<file path="src/rtl/control_sequencer.sv">
// control_sequencer
//   Microcoded control unit for the 8-bit bus machine. A microstep counter
//   walks T0..LAST_STEP for every instruction; the control word is decoded
//   combinationally from (state, step, opcode, flags). The flags register
//   captures the ALU carry/zero at the end of ADD/SUB T4 and feeds JC/JZ.
//
//   Optional feature macro: CONTROL_SEQUENCER_EARLY_END_EN
//     defined   : the step counter returns to 0 right after the last
//                 non-empty execute step of the current opcode.
//     undefined : every instruction takes LAST_STEP+1 cycles.
//
//   state   | meaning
//   --------+-----------------------------------------------------------
//   S_RUN   | fetch/execute; step advances every clock
//   S_HALTED| HLT executed; halt=1, step frozen, all other controls 0
module control_sequencer #(
  parameter int STEP_WIDTH = 3,
  parameter int LAST_STEP  = 4
) (
  input  logic                  clk,
  input  logic                  rst,
  input  logic [3:0]            opcode,
  input  logic                  alu_carry,
  input  logic                  alu_zero,
  output logic                  halt,
  output logic                  mar_in,
  output logic                  ram_in,
  output logic                  ram_out,
  output logic                  ir_in,
  output logic                  ir_out,
  output logic                  pc_inc,
  output logic                  pc_out,
  output logic                  jump,
  output logic                  out_in,
  output logic                  a_in,
  output logic                  a_out,
  output logic                  b_in,
  output logic                  alu_out,
  output logic                  subtract,
  output logic                  flag_c,
  output logic                  flag_z,
  output logic [STEP_WIDTH-1:0] step
);

  typedef enum logic {
    S_RUN    = 1'b0,
    S_HALTED = 1'b1
  } state_t;

  localparam logic [STEP_WIDTH-1:0] T0     = STEP_WIDTH'(0);
  localparam logic [STEP_WIDTH-1:0] T1     = STEP_WIDTH'(1);
  localparam logic [STEP_WIDTH-1:0] T2     = STEP_WIDTH'(2);
  localparam logic [STEP_WIDTH-1:0] T3     = STEP_WIDTH'(3);
  localparam logic [STEP_WIDTH-1:0] T4     = STEP_WIDTH'(4);
  localparam logic [STEP_WIDTH-1:0] T_LAST = STEP_WIDTH'(LAST_STEP);

  localparam logic [3:0] OP_NOP = 4'h0;
  localparam logic [3:0] OP_LDA = 4'h1;
  localparam logic [3:0] OP_ADD = 4'h2;
  localparam logic [3:0] OP_SUB = 4'h3;
  localparam logic [3:0] OP_STA = 4'h4;
  localparam logic [3:0] OP_LDI = 4'h5;
  localparam logic [3:0] OP_JMP = 4'h6;
  localparam logic [3:0] OP_JC  = 4'h7;
  localparam logic [3:0] OP_JZ  = 4'h8;
  localparam logic [3:0] OP_OUT = 4'hE;
  localparam logic [3:0] OP_HLT = 4'hF;

  state_t state;
  logic   is_last;
  logic   is_alu_op;
  logic   hlt_now;

  assign is_alu_op = (opcode == OP_ADD) || (opcode == OP_SUB);
  assign hlt_now   = (opcode == OP_HLT) && (step == T2);

`ifdef CONTROL_SEQUENCER_EARLY_END_EN
  // Last microstep of the current opcode: stop after the last non-empty step.
  always_comb begin
    case (opcode)
      OP_LDA, OP_STA: is_last = (step >= T3);
      OP_ADD, OP_SUB: is_last = (step >= T4);
      default:        is_last = (step >= T2);
    endcase
    if (step >= T_LAST) begin
      is_last = 1'b1;
    end
  end
`else
  // Every instruction runs the full T0..LAST_STEP sequence.
  always_comb begin
    is_last = (step >= T_LAST);
  end
`endif

  // Sequencer state, microstep counter and flags register.
  always_ff @(posedge clk or negedge rst) begin
    if (!rst) begin
      state  <= S_RUN;
      step   <= T0;
      flag_c <= 1'b0;
      flag_z <= 1'b0;
    end else begin
      case (state)
        S_RUN: begin
          if (hlt_now) begin
            // step is left on T3 as a visible marker of where HLT stopped
            state <= S_HALTED;
            step  <= step + STEP_WIDTH'(1);
          end else if (is_last) begin
            step <= T0;
          end else begin
            step <= step + STEP_WIDTH'(1);
          end
          if (is_alu_op && (step == T4)) begin
            flag_c <= alu_carry;
            flag_z <= alu_zero;
          end
        end
        S_HALTED: begin
          state <= S_HALTED;
        end
        default: begin
          state <= S_RUN;
          step  <= T0;
        end
      endcase
    end
  end

  // Control word decode; gated by rst so nothing strobes while in reset.
  always_comb begin
    halt     = 1'b0;
    mar_in   = 1'b0;
    ram_in   = 1'b0;
    ram_out  = 1'b0;
    ir_in    = 1'b0;
    ir_out   = 1'b0;
    pc_inc   = 1'b0;
    pc_out   = 1'b0;
    jump     = 1'b0;
    out_in   = 1'b0;
    a_in     = 1'b0;
    a_out    = 1'b0;
    b_in     = 1'b0;
    alu_out  = 1'b0;
    subtract = 1'b0;
    if (rst && (state == S_HALTED)) begin
      halt = 1'b1;
    end else if (rst && (state == S_RUN)) begin
      case (step)
        T0: begin
          pc_out = 1'b1;
          mar_in = 1'b1;
        end
        T1: begin
          ram_out = 1'b1;
          ir_in   = 1'b1;
          pc_inc  = 1'b1;
        end
        T2: begin
          case (opcode)
            OP_LDA, OP_ADD, OP_SUB, OP_STA: begin
              ir_out = 1'b1;
              mar_in = 1'b1;
            end
            OP_LDI: begin
              ir_out = 1'b1;
              a_in   = 1'b1;
            end
            OP_JMP: begin
              ir_out = 1'b1;
              jump   = 1'b1;
            end
            OP_JC: begin
              ir_out = flag_c;
              jump   = flag_c;
            end
            OP_JZ: begin
              ir_out = flag_z;
              jump   = flag_z;
            end
            OP_OUT: begin
              a_out  = 1'b1;
              out_in = 1'b1;
            end
            OP_HLT: begin
              halt = 1'b1;
            end
            default: ;
          endcase
        end
        T3: begin
          case (opcode)
            OP_LDA: begin
              ram_out = 1'b1;
              a_in    = 1'b1;
            end
            OP_ADD, OP_SUB: begin
              ram_out = 1'b1;
              b_in    = 1'b1;
            end
            OP_STA: begin
              a_out  = 1'b1;
              ram_in = 1'b1;
            end
            default: ;
          endcase
        end
        T4: begin
          if (is_alu_op) begin
            alu_out  = 1'b1;
            a_in     = 1'b1;
            subtract = (opcode == OP_SUB);
          end
        end
        default: ;
      endcase
    end
  end

endmodule

</file>
<file path="config.mk">
export PLATFORM = sky130hd
export DESIGN_NAME = control_sequencer
export DESIGN_NICKNAME = d
export VERILOG_FILES = /design/src/rtl/control_sequencer.sv
export SDC_FILE = /design/constraint.sdc
export NUM_CORES = 1
export LEC_CHECK = 0
export CORE_MARGIN = 3
export CORE_UTILIZATION = 32
export CTS_BUF_LIST = sky130_fd_sc_hd__clkbuf_8
export CTS_CLUSTER_DIAMETER = 80
export DETAILED_ROUTE_END_ITERATION = 16
export PLACE_DENSITY = 0.62
export SYNTH_ARGS = -nofsm -noshare
export SYNTH_HDL_FRONTEND = slang
export SYNTH_SLANG_ARGS = --single-unit
</file>
<file path="constraint.sdc">
create_clock -name clk -period 3.3 [get_ports clk]
set_input_delay 0.495 -clock clk [delete_from_list [all_inputs] [get_ports clk]]
set_output_delay 0.495 -clock clk [all_outputs]
set_load 0.05 [all_outputs]
</file>
**Yosys cells after proc, flatten, opt, wreduce, memory -nomap -nowiden**

Cells that the tools add are included.

- Register bits after elaboration: 6
- Bits of input ports: 8
- Output and inout bits: 20
- Word-level logic and storage cells: 90

- Add/subtract/negate cells: 1
- Order comparisons: 1
- Equal/unequal tests: 14
- Multiplexer cells: 58
- Bitwise gates (word level): 1
- Reductions and logical operators: 11

Operators by type and width:

| kind | number |
|---|---|
| $mux W1 | 49 |
| $eq A4 B3 Y1 const B | 4 |
| $eq A4 B4 Y1 const B | 3 |
| $pmux W1 S3 | 3 |
| $eq A4 B2 Y1 const B | 2 |
| $pmux W1 S2 | 4 |
| $eq A3 B2 Y1 const B | 2 |
| $mux W3 | 2 |
| $reduce_or A6 Y1 | 1 |
| $eq A4 B1 Y1 const B | 1 |
| $logic_and A1 B1 Y1 | 4 |
| $reduce_or A4 Y1 | 1 |
| $add A3 B1 Y3 const B | 1 |
| $eq A3 B1 Y1 const B | 1 |
| $eq A3 B3 Y1 const B | 1 |
| $ge A3 B3 Y1 const B | 1 |
| $logic_not A3 Y1 | 1 |
| $reduce_or A3 Y1 | 1 |
| $reduce_and A2 Y1 | 1 |
| $reduce_or A2 Y1 | 1 |
| $logic_or A1 B1 Y1 | 1 |
| $not A1 Y1 | 1 |

**Logic depth before layout (Yosys ltp)**

Gate-level depths: netlist of run 1.

- Word-level depth: 6
- Gate-level depth with buffers: 6
- Mapped depth without buffers: 5

**Worst setup path after synthesis of run 1**

OpenSTA, ideal clock, no wires.

- Kind: register -> output
- From: register step[1]
- To: output port ir_out
- Arrival: 2.687 ns
- Data required time: 2.805 ns
- Path slack: 0.118 ns
- Stages on the path, launching flop included: 4
- Buffers on the path: 0
- Path through: dfrtp_1 ha_1 nand4bb_4 nor4bb_1

- Cells in the longest elaborated chain, start to end: 4

RTL lines:

| what | line | text |
|---|---|---|
| from (decl) | 42 | `output logic [STEP_WIDTH-1:0] step` |
| from (signal assigned) | 109 | `step <= step + STEP_WIDTH'(1);` |
| from (signal assigned) | 113 | `step <= step + STEP_WIDTH'(1);` |
| $eq A3 B2 Y1 | 151 | `case (step)` |
| $mux W1 | 151 |  |
| $mux W1 | 150 | `end else if (rst && (state == S_RUN)) begin` |
| $mux W1 | 148 | `if (rst && (state == S_HALTED)) begin` |
| to (decl) | 30 | `output logic ir_out,` |

No other way between the ends.

**Worst setup path in the final report of run 1**

- From: input port opcode[1]
- To: output port jump

- Cells in the longest elaborated chain, start to end: 5
- Elaborated cells between the ends (all ways): 7
- Those cells by class: eq/ne: 3; mux: 4

RTL lines:

| what | line | text |
|---|---|---|
| from (decl) | 22 | `input logic [3:0] opcode,` |
| $eq A4 B4 Y1 / $eq A4 B3 Y1 (equally long branches) | 162 | `case (opcode)` |
| $pmux W1 S3 (*) | 162 |  |
| $mux W1 (*) | 151 |  |
| $mux W1 (*) | 150 |  |
| $mux W1 (*) | 148 |  |
| to (decl) | 33 | `output logic jump,` |

Mark *: on every way between the ends. The rest lies on a longest branch, timed or not.

==> results of run 1 <==
## registers in the layout (all words and copies together) (netlist names)
signal  cells
step        3
flag_c      1
flag_z      1
state       1
## stage by stage
stage                     power [mW]  hold slack, ns  setup WS [ns]  cells  instance area (um2)
after CTS                      0.753           0.569          0.334    122                  971
after global placement         0.641           0.550          0.389    119                  930
after detailed placement       0.640           0.559          0.341    119                  930
after global routing           0.794           0.612          0.204    122                  971
final                          0.742           0.563          0.354    122                  971
after floorplan                0.509           0.199          0.118     69                  664
## cell usage after synthesis (all sizes together) (2+ instances only)
| cell type | count |
|---|---|
| nand2 | 4 |
| nor2b | 2 |
| dfrtp | 6 |
| and3b | 2 |
| a21o | 3 |
| o21ai | 3 |
| buf | 4 |
| nor2 | 4 |
| and3 | 2 |
| mux2 | 2 |
| nor3 | 3 |
| inv | 6 |
| ha | 5 |
| nand2b | 3 |
| o2111ai | 2 |
| nor3b | 4 |
## routing by layer
| layer | global-route usage, % | vias to the layer above | part of all wire, % |
|---|---|---|---|
| met5 | 0 | - | 0 |
| met4 | 9.17 | 0 | 2.8 |
| met3 | 2.87 | 5 | 6.2 |
| met2 | 19.5 | 18 | 43 |
| met1 | 18.8 | 275 | 47 |
| li1 | - | 306 | - |
## cells by family after synthesis
kind of cell / count (synthesis) / share of synthesized area, %
adders and majority gates: 5 / 9.42
DFF: 6 / 22.6
buffers and inverters: 10 / 7.72
and+or+nand+nor: 31 / 39.2
AOI/OAI and AO/OA: 14 / 16.4
xor gates and xnor gates: 1 / 1.32
muxes: 2 / 3.39
## power groups by stage
stage,sequential (mW),combinational (mW),clock (mW)
2_1_floorplan,0.233,0.275,0
3_3_place_gp,0.173,0.468,0
3_5_place_dp,0.175,0.465,0
4_1_cts,0.174,0.468,0.111
5_1_grt,0.184,0.495,0.115
6_report,0.173,0.462,0.107
## area by class of cell
cell class,count,area (um2),share of cell area (%)
Multi-Input combinational cell,53,463,47.7
Sequential cell,6,150,15.5
Inverter,6,22.5,2.32
Timing Repair Buffer,29,263,27.1
Clock buffer,3,41.3,4.25
Tap cell,25,31.3,3.22
## placed cells by master, fill, tap and decap left out, drive strengths merged, types with 2 or more instances in the layout
cell type	n
and3b	2
o2111ai	2
nor2b	2
ha	5
nand2b	3
and3	2
clkbuf	3
nor2	4
clkdlybuf4s50	13
nor3	3
nand2	4
nor3b	4
buf	16
mux2	2
inv	6
a21o	3
o21ai	3
dfrtp	6
## final timing paths
path / from / endpoint / slack (ns) / cells past startpoint
max in group asynchronous: rst / flag_c$_DFFE_PN0P_ / 2.49 / 2
max reg2reg: step[0]$_DFFE_PN0N_ / flag_c$_DFFE_PN0P_ / 1.76 / 5
min reg2reg: flag_c$_DFFE_PN0P_ / flag_c$_DFFE_PN0P_ / 0.56 / 1
min: flag_c$_DFFE_PN0P_ / flag_c$_DFFE_PN0P_ / 0.56 / 1
min in group asynchronous: rst / step[1]$_DFFE_PN0N_ / 0.67 / 2
max: opcode[1] / jump / 0.35 / 5
## critical path: cells and delay by family
family,cells,cell delay [ns]
AO/OA/AOI/OAI,1,0.15
buffers and inverters,2,1.36
AND/OR/NAND/NOR,2,0.45
==> run_results.csv, run 1 <==
group,metric,value,unit
flow_run,maxCapViolCount,0,
synth,synthFlopType,"dfrtp_1",
critical_path,path_cells,"clkdlybuf4s50_1 -> nor2_1 -> nand4b_1 -> a21oi_1 -> clkdlybuf4s50_1",
hold_path,min_path_type,"flip-flop to flip-flop",
grt,antenna_found_initial,0,
pwr,power-per-cell-area,764,nW/um2
timing,fin_tns_setup,0,ns
timing,hold_viol_final,0,
synth,async_flop_share,100,%
finish,diodes,0,
finish,nFillCells,189,
pwr,intPower,367,uW
routing,vias,604,
clock_network,clk_pin_slew,0.03,ns
clock_network,htree_levels,1,
clock_network,numCtsBuffers,3,
routing,dr.pass1.iters,3,
clock_network,cts_tree,"yes",
pwr,power.switching,375,uW
clock_network,cts_sinks,6,
floorplan,num_rows,15,
pwr,seq_power_share,23.3,%
grt,grt_pass1_wl,2.68,mm
timing,finalWorstPathRequiredPeriod,2.95,ns
timing,slew_headroom,66.8,%
finish,synthToLayoutAreaGrowth,46.1,%
timing,min_period_over_period,89.3,%
timing,max_clock_freq,339,MHz
clock_network,cts_setup_buffers,0,
critical_path,path_class,"input pin to primary output",
pwr,power_frac_clock,14.4,%
synth,seq_area_frac_synth,22.6,%
clock_network,ctsRootBufferMaster,"clkbuf_8",
synth,syn_area,664,um2
clock_network,cts_resized,0,
routing,drc,0,
routing,viasPerCell,4.95,
pwr,leakage,0.449,nW
synth,ys_warn_count,0,
timing,drv_slew,0,
finish,fin_util,52.8,%
routing,wire_per_inst,13.3,um
clock_network,worstSkewPairLatency,0.22,ns
synth,synthDistinctLibCells,35,
synth,synth_area_leaders,"dfrtp_1, ha_1, nor3b_2, nand2b_4, nand4bb_4",
timing,finalSetupViolations,0,
floorplan,pin_count,28,
pwr,power.share.switching,50.5,%
routing,drt-total-wl,1.62,mm
outcome,status,"complete, no violations",
synth,synth_seq_cells,6,
critical_path,required,2.80,ns
finish,final_nets,112,
synth,synthesis.nets,82,
grt,grt_pass1_vias,565,
grt,grt_overflow,0,
clock_network,cts.hold.buffers_added,0,
critical_path,critPathCaptureType,"primary output",
routing,drtIter0Drc,4,
finish,layout-drive-gt1-share,29.9,%
synth,synth_top_cell_area_share,22.6,%
placement,place_congestion,0.779,
synth,synth_top_cell_by_area,"dfrtp_1",
placement,dp_hpwl,1.29,mm
critical_path,cp_data_arrival_time,2.45,ns
critical_path,cp_slowest_cell,"clkdlybuf4s50_1",
timing,worst_pin_slew,0.497,ns
critical_path,critical-path-max-stage-delay,0.82,ns
placement,portBuffers,27,
floorplan,die_w,51.6,um
pwr,combPwrFrac,62.2,%
synth,synth_edf_count,0,
floorplan,fp.dieArea,2660,um2
synth,avgSynthCellArea,9.63,um2
routing,ant_nets,0,
critical_path,start_kind,"input pin",
grt,grt_max_degree,13,
timing,grt_setup_unrepaired,"false",
synth,syn_inst,69,
timing,fin_skew,0.00144,ns
grt,grt_usage,13.8,%
floorplan,initial_core_util,36.1,%
floorplan,die_h,51.6,um
critical_path,timing.critical_path.mode_cell,"clkdlybuf4s50_1",
floorplan,core,1840,um2
pwr,vdd_drop_max,0.000390,V
critical_path,cp_max_fo,7,
clock_network,cts_buffer_depth,2,
(Power assumes the default switching activity.)
==> inputs of run 2 (changes only) <==
--- a/config.mk
+++ b/config.mk
@@ -5,12 +5,14 @@
 export SDC_FILE = /design/constraint.sdc
 export NUM_CORES = 1
 export LEC_CHECK = 0
+export CELL_PAD_IN_SITES_DETAIL_PLACEMENT = 0
+export CELL_PAD_IN_SITES_GLOBAL_PLACEMENT = 1
 export CORE_MARGIN = 3
 export CORE_UTILIZATION = 32
 export CTS_BUF_LIST = sky130_fd_sc_hd__clkbuf_8
 export CTS_CLUSTER_DIAMETER = 80
 export DETAILED_ROUTE_END_ITERATION = 16
-export PLACE_DENSITY = 0.62
+export PLACE_DENSITY = 0.81
 export SYNTH_ARGS = -nofsm -noshare
 export SYNTH_HDL_FRONTEND = slang
 export SYNTH_SLANG_ARGS = --single-unit
==> run_results.csv, run 2 (synthesized netlist as in run 1, its figures left out) <==
group,metric,value,unit
finish,regArea,150,um2
hold_path,worstHoldEndpoint,"flag_c$_DFFE_PN0P_",
grt,grt_max_degree,13,
clock_network,clk_pin_slew,0.03,ns
timing,max_clock_freq,337,MHz
routing,wire_per_inst,13.1,um
critical_path,cp_data_arrival_time,2.47,ns
floorplan,fp.dieArea,2660,um2
hold_path,hold_start,"flag_c$_DFFE_PN0P_",
pwr,vdd_drop_max,0.000558,V
pwr,power-per-cell-area,763,nW/um2
clock_network,cts_resized,0,
grt,grt_overflow,0,
routing,drt-total-wl,1.60,mm
floorplan,die_h,51.6,um
finish,diodes,0,
finish,layout-drive-gt1-share,29.9,%
hold_path,min_path_type,"flip-flop to flip-flop",
finish,mostFrequentLayoutCells,"buf_4, clkdlybuf4s50_1, inv_1, dfrtp_1, ha_1",
routing,ant_nets,0,
finish,final_nets,112,
grt,antenna_found_initial,0,
floorplan,core,1840,um2
clock_network,worstSkewPairLatency,0.22,ns
critical_path,reg2reg_slack,1.75,ns
critical_path,critical-path-max-stage-delay,0.82,ns
flow_run,maxCapViolCount,0,
clock_network,htree_levels,1,
routing,drtIter0Drc,11,
routing,drc,0,
clock_network,cts_buffer_depth,2,
grt,grt_pass1_vias,617,
finish,largest_register_ff_count,3,
critical_path,cp_max_fo,7,
floorplan,initial_core_util,36.1,%
floorplan,die_w,51.6,um
pwr,finalPower,741,uW
timing,finalWorstPathRequiredPeriod,2.96,ns
clock_network,cts.hold.buffers_added,0,
clock_network,cts_setup_buffers,0,
finish,synthToLayoutAreaGrowth,46.1,%
critical_path,r2r-start,"step[0]$_DFFE_PN0N_",
outcome,status,"complete, no violations",
clock_network,cts_tree,"yes",
timing,worst_pin_slew,0.501,ns
timing,fin_skew,0.00159,ns
timing,hold_viol_final,0,
timing,min_period_over_period,89.8,%
critical_path,r2r_end,"flag_z$_DFFE_PN0P_",
placement,portBuffers,27,
finish,top_register,"step",
placement,place_congestion,0.823,
critical_path,path_class,"input pin to primary output",
critical_path,timing.critical_path.mode_cell,"clkdlybuf4s50_1",
critical_path,start_kind,"input pin",
clock_network,ctsRootBufferMaster,"clkbuf_8",
floorplan,pin_count,28,
placement,dp_hpwl,1.25,mm
pwr,leakage,0.449,nW
critical_path,required,2.80,ns
finish,multi_input_area,463,um2
timing,grt_setup_unrepaired,"false",
hold_path,holdPathStages,1,
routing,vias,613,
finish,nFillCells,180,
routing,dr.pass1.iters,4,
clock_network,cts_sinks,6,
routing,viasPerCell,5.02,
finish,final_common_cell,"buf_4",
grt,grt_usage,13.7,%
critical_path,path_cells,"clkdlybuf4s50_1 -> nor2_1 -> nand4b_1 -> a21oi_1 -> clkdlybuf4s50_1",
critical_path,cp_slowest_cell,"clkdlybuf4s50_1",
timing,finalSetupViolations,0,
timing,drv_slew,0,
critical_path,critPathCaptureType,"primary output",
clock_network,numCtsBuffers,3,
timing,slew_headroom,66.5,%
floorplan,num_rows,15,
critical_path,rr_worst_depth,5,
grt,grt_pass1_wl,2.77,mm
timing,fin_tns_setup,0,ns
-- run 2: cell counts in the layout (fill, tap and decap cells not counted) --
No cell type changed its count.
-- run 2: how the worst max path moves through the flow --
stage	depth (start not counted)	end	slack (ns)	startpoint
after global routing	5	jump	0.22	opcode[1]
after CTS	5	jump	0.36	opcode[1]
after detailed placement	5	jump	0.36	opcode[1]
after floorplan	3	ir_out	0.12	step[1]$_DFFE_PN0N_
after global placement	5	jump	0.40	opcode[1]
final	5	jump	0.34	opcode[1]
-- run 2: critical path, delay by kind of cell --
kind | cells | cell delay [ns]
AND/OR/NAND/NOR | 2 | 0.45
AO/OA/AOI/OAI | 1 | 0.15
buffers and inverters | 2 | 1.37
-- run 2: power breakdown --
group / leakage (nW) / switching (mW) / internal, mW
Clock: 0.0216 / 0.0288 / 0.0781
Combinational: 0.352 / 0.281 / 0.180
Sequential: 0.0760 / 0.0648 / 0.108
-- run 2: cell type report --
type | instances | area share, %
clock buffers | 3 | 4.25
inverters | 6 | 2.32
multi-input cells | 53 | 47.7
flip-flops and latches | 6 | 15.5
well taps | 25 | 3.22
repair buffers | 29 | 27.1
-- run 2: routing by layer --
metal  routed length, um  global-route usage, %  vias up
met4                   0                   6.55        0
met3                 118                   3.15        0
li1                    -                      -      306
met1                 744                   19.0      282
met2                 732                   19.9       25
met5                   0                      0        -
-- run 2: per-stage QoR --
step                utilization [%]  area (um2)  worst slack, ns  cells  hold WS (ns)
global route                   52.8         971            0.223    122         0.604
detailed placement             50.5         930            0.365    119         0.556
CTS                            52.8         971            0.356    122         0.566
finish                         52.8         971            0.336    122         0.559
floorplan                         -         664            0.118     69         0.199
global placement               50.5         930            0.401    119         0.547
==> inputs of run 3 (changes only) <==
--- a/config.mk
+++ b/config.mk
@@ -13,6 +13,7 @@
 export CTS_CLUSTER_DIAMETER = 80
 export DETAILED_ROUTE_END_ITERATION = 16
 export PLACE_DENSITY = 0.81
+export SLEW_MARGIN = 20
 export SYNTH_ARGS = -nofsm -noshare
 export SYNTH_HDL_FRONTEND = slang
 export SYNTH_SLANG_ARGS = --single-unit
==> results of run 3 <==
The final DEF is identical to that of run 2; final timing and power are the same.
